--- config.mk ---
export PLATFORM = sky130hd
export DESIGN_NAME = mem_stage
export DESIGN_NICKNAME = d
export VERILOG_FILES = /design/src/rtl/mem_stage_pkg.sv /design/src/rtl/mem_wb_reg.sv /design/src/rtl/mem_stage.sv
export SDC_FILE = /design/constraint.sdc
export NUM_CORES = 1
export LEC_CHECK = 0
export CORE_ASPECT_RATIO = 0.75
export CORE_MARGIN = 4
export CORE_UTILIZATION = 40
export CTS_CLUSTER_SIZE = 40
export DETAILED_ROUTE_END_ITERATION = 8
export GPL_TIMING_DRIVEN = 0
export PLACE_DENSITY = 0.72
export SLEW_MARGIN = 25
export SYNTH_ARGS = -nofsm -noshare
export SYNTH_HDL_FRONTEND = slang
export SYNTH_SLANG_ARGS = --single-unit
--- constraint.sdc ---
create_clock -name clk -period 5.8 [get_ports clk]
set_clock_uncertainty 0.05 [all_clocks]
set_input_delay 1.16 -clock clk [delete_from_list [all_inputs] [get_ports clk]]
set_output_delay 1.16 -clock clk [all_outputs]
set_load 0.01 [all_outputs]
--- src/rtl/mem_stage_pkg.sv ---
// rtl/mem_stage_pkg.sv - shared constants and types for the memory stage
package mem_stage_pkg;

   localparam int WORD = 16;

   localparam logic IDLE = 1'b0;
   localparam logic WAIT = 1'b1;

   typedef enum logic [1:0] {
      OP_NONE = 2'd0,
      OP_RD   = 2'd1,
      OP_WR   = 2'd2
   } mem_op_e;

   function automatic mem_op_e op_of(input logic rd, input logic wr);
      if (rd && !wr)
         return OP_RD;
      else if (wr && !rd)
         return OP_WR;
      else
         return OP_NONE;
   endfunction

endpackage

--- src/rtl/mem_wb_reg.sv ---
// rtl/mem_wb_reg.sv - MEM/WB pipeline register with load enable and bubble insert
module mem_wb_reg
   import mem_stage_pkg::*;
(
   input  logic            clk,
   input  logic            rst,
   input  logic            en,
   input  logic            bubble,
   input  logic            d_valid,
   input  logic [WORD-1:0] d_rdata,
   input  logic [WORD-1:0] d_aluout,
   input  logic            d_err,
   output logic            wb_valid,
   output logic [WORD-1:0] wb_rdata,
   output logic [WORD-1:0] wb_aluout,
   output logic            err
);

   always_ff @(posedge clk) begin
      if (rst || (en && bubble)) begin
         wb_valid  <= 1'b0;
         wb_rdata  <= '0;
         wb_aluout <= '0;
         err       <= 1'b0;
      end else if (en) begin
         wb_valid  <= d_valid;
         wb_rdata  <= d_rdata;
         wb_aluout <= d_aluout;
         err       <= d_err;
      end
   end

endmodule

--- src/rtl/mem_stage.sv ---
// rtl/mem_stage.sv - memory pipeline stage: issues loads/stores to a multi-cycle
// data memory, stalls until mem_done or timeout, and feeds the MEM/WB register
module mem_stage
   import mem_stage_pkg::*;
#(
   parameter int TIMEOUT   = 64,
   parameter int ALIGN_CHK = 1
) (
   input  logic            clk,
   input  logic            rst,
   input  logic            in_valid,
   input  logic [WORD-1:0] ALUOut,
   input  logic [WORD-1:0] ReadData2,
   input  logic            MemRead,
   input  logic            MemWrite,
   output logic [WORD-1:0] mem_addr,
   output logic [WORD-1:0] mem_wdata,
   output logic            mem_rd,
   output logic            mem_wr,
   input  logic [WORD-1:0] mem_rdata,
   input  logic            mem_done,
   output logic            stall,
   output logic            wb_valid,
   output logic [WORD-1:0] wb_rdata,
   output logic [WORD-1:0] wb_aluout,
   output logic            err
);

   localparam int CW = $clog2(TIMEOUT) + 1;
   localparam logic ALIGN_ON = (ALIGN_CHK != 0);

   logic            state;
   logic [CW-1:0]   cnt;
   logic [WORD-1:0] lat_addr;
   logic [WORD-1:0] lat_wdata;
   mem_op_e         lat_op;

   logic            acc;
   logic            bad;
   logic            issue;
   logic            timeout_hit;

   logic            d_valid;
   logic [WORD-1:0] d_rdata;
   logic [WORD-1:0] d_aluout;
   logic            d_err;

   assign acc   = in_valid & (MemRead ^ MemWrite);
   assign bad   = in_valid & ((MemRead & MemWrite) |
                              (ALIGN_ON & (MemRead | MemWrite) & ALUOut[0]));
   assign issue = acc & ~bad;

   // A done arriving on the last allowed wait cycle still wins over the abort.
   assign timeout_hit = (state == WAIT) && !mem_done && (cnt == CW'(TIMEOUT - 1));

   always_comb begin
      mem_addr  = '0;
      mem_wdata = '0;
      mem_rd    = 1'b0;
      mem_wr    = 1'b0;
      stall     = 1'b0;
      d_valid   = in_valid;
      d_aluout  = ALUOut;
      d_rdata   = '0;
      d_err     = bad;
      if (state == IDLE) begin
         if (issue) begin
            mem_addr  = ALUOut;
            mem_wdata = ReadData2;
            mem_rd    = MemRead;
            mem_wr    = MemWrite;
            stall     = ~mem_done;
            if (MemRead && mem_done)
               d_rdata = mem_rdata;
         end
      end else begin
         mem_addr  = lat_addr;
         mem_wdata = lat_wdata;
         mem_rd    = (lat_op == OP_RD);
         mem_wr    = (lat_op == OP_WR);
         stall     = ~mem_done & ~timeout_hit;
         d_valid   = 1'b1;
         d_aluout  = lat_addr;
         d_err     = timeout_hit;
         if (mem_done && lat_op == OP_RD)
            d_rdata = mem_rdata;
      end
   end

   always_ff @(posedge clk) begin
      if (rst) begin
         state     <= IDLE;
         cnt       <= '0;
         lat_addr  <= '0;
         lat_wdata <= '0;
         lat_op    <= OP_NONE;
      end else if (state == IDLE) begin
         cnt <= '0;
         if (issue && !mem_done) begin
            state     <= WAIT;
            lat_addr  <= ALUOut;
            lat_wdata <= ReadData2;
            lat_op    <= op_of(MemRead, MemWrite);
         end
      end else begin
         if (mem_done || timeout_hit) begin
            state  <= IDLE;
            cnt    <= '0;
            lat_op <= OP_NONE;
         end else begin
            cnt <= cnt + CW'(1);
         end
      end
   end

   // Nothing downstream of MEM/WB can stall, so the register loads every edge.
   mem_wb_reg u_mem_wb_reg (
      .clk       (clk),
      .rst       (rst),
      .en        (1'b1),
      .bubble    (stall),
      .d_valid   (d_valid),
      .d_rdata   (d_rdata),
      .d_aluout  (d_aluout),
      .d_err     (d_err),
      .wb_valid  (wb_valid),
      .wb_rdata  (wb_rdata),
      .wb_aluout (wb_aluout),
      .err       (err)
   );

endmodule
==> impl_metrics.toml, run 1 <==
[worst_setup_path]
reg2regPathDepth = 5
crit_path_start = "MemRead"
crit_buf_inv = 4
critPathMaxFanout = 10
worstPathArrival_ns = 3.74
start_kind = "input port"
crit_type = "in2out"
crit_path_frequent_cell = "clkdlybuf4s50_1"
timing.rr.start = "cnt[0]"
endpoint = "mem_addr[11]"
cp.depth = 8
worstSetupEndpointType = "output pin"
path_cells = "clkdlybuf4s50_1 -> inv_1 -> ha_1 -> nand2_1 -> nor4_4 -> buf_2 -> a22o_1 -> clkdlybuf4s50_1"
r2r_end = "u_mem_wb_reg.wb_aluout[11]"
worstPathRequired_ns = 4.59
critPathSlowestCell = "clkdlybuf4s50_1"
cpPeakStageDelay_ns = 0.55
rrSetupSlack_ns = 3.81
worst_path_dominant_cell_family = "buffers and inverters"

[timing]
hold-worst-slack_ns = 0.3978
drv_slew = 0
grt_setup_unrepaired = "false"
finalCritPeriodShare = 0.8540
finalHoldViolCount = 0
finalSetupViolations = 0
fin_tns_setup_ns = 0
max_freq_mhz = 201.9
slew_headroom = 0.6197
worst_pin_slew_ns = 0.5679
final.min_clock_period_ns = 4.953

[cts]
htreeDepth = 3
cts-root-buf = "clkbuf_16"
ctsHoldBuffers = 0
cts_setup_buffers = 0
cts_num_sinks = 76
cts_tree = "yes"
numCtsBuffers = 9
post_cts_resized = 0
cts_buffer_depth = 2
clk_latency_ns = 0.33
clk_pin_slew_ns = 0.05

[logic_synthesis]
synth_top_area_frac = 0.4184
synth-main-ff-cell = "dfxtp_1"
ys_top_cells_by_area = "dfxtp_1 (42%), a22o_1 (7.7%), nand4_1 (6.0%), mux2i_1 (4.4%), o31ai_1 (3.7%)"
ys_seq_area_frac = 0.4184
synth_fp_nets = 443
synth-async-reset-ratio = 0
yosysTopAreaCell = "dfxtp_1"
ys_types = 47
synth.avg_cell_area_um2 = 9.469
synthCells = 384
ys_warn_count = 0
ys_ff_latch = 76
syn_area_um2 = 3636
synth_edf_count = 0

[die]
coreArea_um2 = 8672
dieArea_um2 = 10700
die_x_um = 118.1
die_y_um = 90.57
ios = 123
initial_core_util = 0.4193
num_rows = 29

[global_routing]
overflow = 0
grt_pass1_wl_mm = 18.30
grt_pass1_vias = 3515
grt_use_total = 0.2079
antenna_found_initial = 0
grt_start_max_net_pins = 14

[detailed_routing]
drc_errors = 0
drt_iter0_drc = 228
wire_per_inst_um = 17.83
dr.pass1.iters = 4
via_count = 3573
routed_wl_mm = 11.22
ant_nets = 0
routed_via_density = 5.680

[power_and_ir_drop]
power_mw = 1.244
p_sw_frac = 0.2613
power.density_nw_per_um2 = 237.0
combPwrFrac = 0.157
p_seq_frac = 0.437
vdd_drop_max_mv = 0.1497
switchingPower_mw = 0.3252
p_leak_nw = 1.813
clockPowerShare = 0.406
internal_power_mw = 0.9193

[final_layout]
layout-drive-gt1-share = 0.1248
fin_nets = 575
antenna_cells = 0
final_util = 0.6055
area_growth_syn_to_layout_pct = 44.43
fin_area_um2 = 5251

[flow_run]
max_cap_violations = 0

[place]
placed_cell_area_um2 = 4982
portBuffers = 121
finalWeightedCongestion = 0.8219
hpwl_mm = 8.218

[min_path]
hold_path_class = "reg2reg"

[outcome]
outcome = "complete, no violations"
## how the worst min path moves through the flow
stage	from	endpoint	slack (ns)	cells after the start
6_report	cnt[0]	cnt[0]	0.40	1
5_1_grt	cnt[0]	cnt[0]	0.43	1
4_1_cts	cnt[0]	cnt[0]	0.40	1
3_5_place_dp	cnt[0]	cnt[0]	0.39	1
3_3_place_gp	cnt[0]	cnt[0]	0.38	1
2_1_floorplan	cnt[0]	cnt[0]	0.37	1
## metal layers
metal,wire length (um),share of wire,global-route usage
met5,0,0,0
met4,163,0.015,0.05073
met3,692,0.062,0.05823
met2,5104,0.46,0.3243
met1,5254,0.47,0.2844
## synthesized netlist by cell type (2+ instances only)
| cell type | count |
|---|---|
| ha_1 | 5 |
| inv_2 | 2 |
| buf_6 | 5 |
| nor2_1 | 8 |
| o21ai_1 | 4 |
| nand2b_1 | 3 |
| nor3_2 | 10 |
| o21ai_0 | 14 |
| inv_1 | 8 |
| nand4_1 | 35 |
| a22o_1 | 32 |
| o31ai_1 | 18 |
| xor2_1 | 2 |
| nor3b_1 | 2 |
| buf_2 | 14 |
| mux2i_1 | 16 |
| dfxtp_1 | 76 |
| buf_1 | 2 |
| nor3_1 | 10 |
| a21oi_1 | 19 |
| a211oi_1 | 8 |
| nand3_1 | 3 |
| a211oi_2 | 8 |
| buf_4 | 3 |
| nand2_1 | 34 |
| or3_1 | 2 |
| and4_1 | 2 |
| clkbuf_1 | 17 |
| o211ai_1 | 3 |
| o2111ai_1 | 2 |
## final cells by class
type | instances | area (um^2)
Timing Repair Buffer | 121 | 1211
Clock inverter | 7 | 43.79
Fill cell | 780 | 3421
Clock buffer | 9 | 225.2
Sequential cell | 76 | 1521
Inverter | 10 | 37.54
Multi-Input combinational cell | 256 | 1842
Tap cell | 108 | 135.1
Buffer | 42 | 235.2
## placed cells by master (no fill, tap or decap), types with 10 or more instances in the layout
master           instances
mux2i_1                 16
nand2_1                 34
dfxtp_1                 76
nor3_2                  10
o21ai_0                 14
clkbuf_1                17
nor3_1                  10
a21oi_1                 19
o31ai_1                 18
clkdlybuf4s50_1        121
buf_2                   14
a22o_1                  32
nand4_1                 35
## logic make-up after synthesis
| kind of cell | after synthesis | share of synthesized area |
|---|---|---|
| xor+xnor | 3 | 0.007228 |
| buf+inv | 52 | 0.07502 |
| flops | 76 | 0.4184 |
| fa+ha+maj | 5 | 0.01721 |
| mux | 16 | 0.04405 |
| compound gates | 115 | 0.2450 |
| simple gates | 117 | 0.1931 |
## flip-flops by register name, indices dropped and copies added, names as in the netlist
register and count:
cnt 7, lat_addr 16, lat_op 2, lat_wdata 16
state 1, u_mem_wb_reg.err 1, u_mem_wb_reg.wb_aluout 16, u_mem_wb_reg.wb_rdata 16
u_mem_wb_reg.wb_valid 1
## through the flow
stage	cells	setup slack, ns
final	629	0.8469
after global placement	613	0.8964
after CTS	629	0.8684
after detailed placement	613	0.8664
after floorplan	384	2.162
after global routing	629	0.6645
## power groups by stage
stage                     Clock, mW  Sequential [mW]  Combinational (mW)
after floorplan                   0            0.558              0.0876
after global placement            0            0.554               0.192
after detailed placement          0            0.555               0.193
after CTS                     0.514            0.544               0.195
after global routing          0.539            0.545               0.210
final                         0.506            0.544               0.195
(Power assumes the default switching activity.)
==> run 2, diff against run 1 <==
SKIP_CTS_REPAIR_TIMING = 1   (was unset)
==> results of run 2 <==
The final DEF is identical to that of run 1; final timing and power are the same.
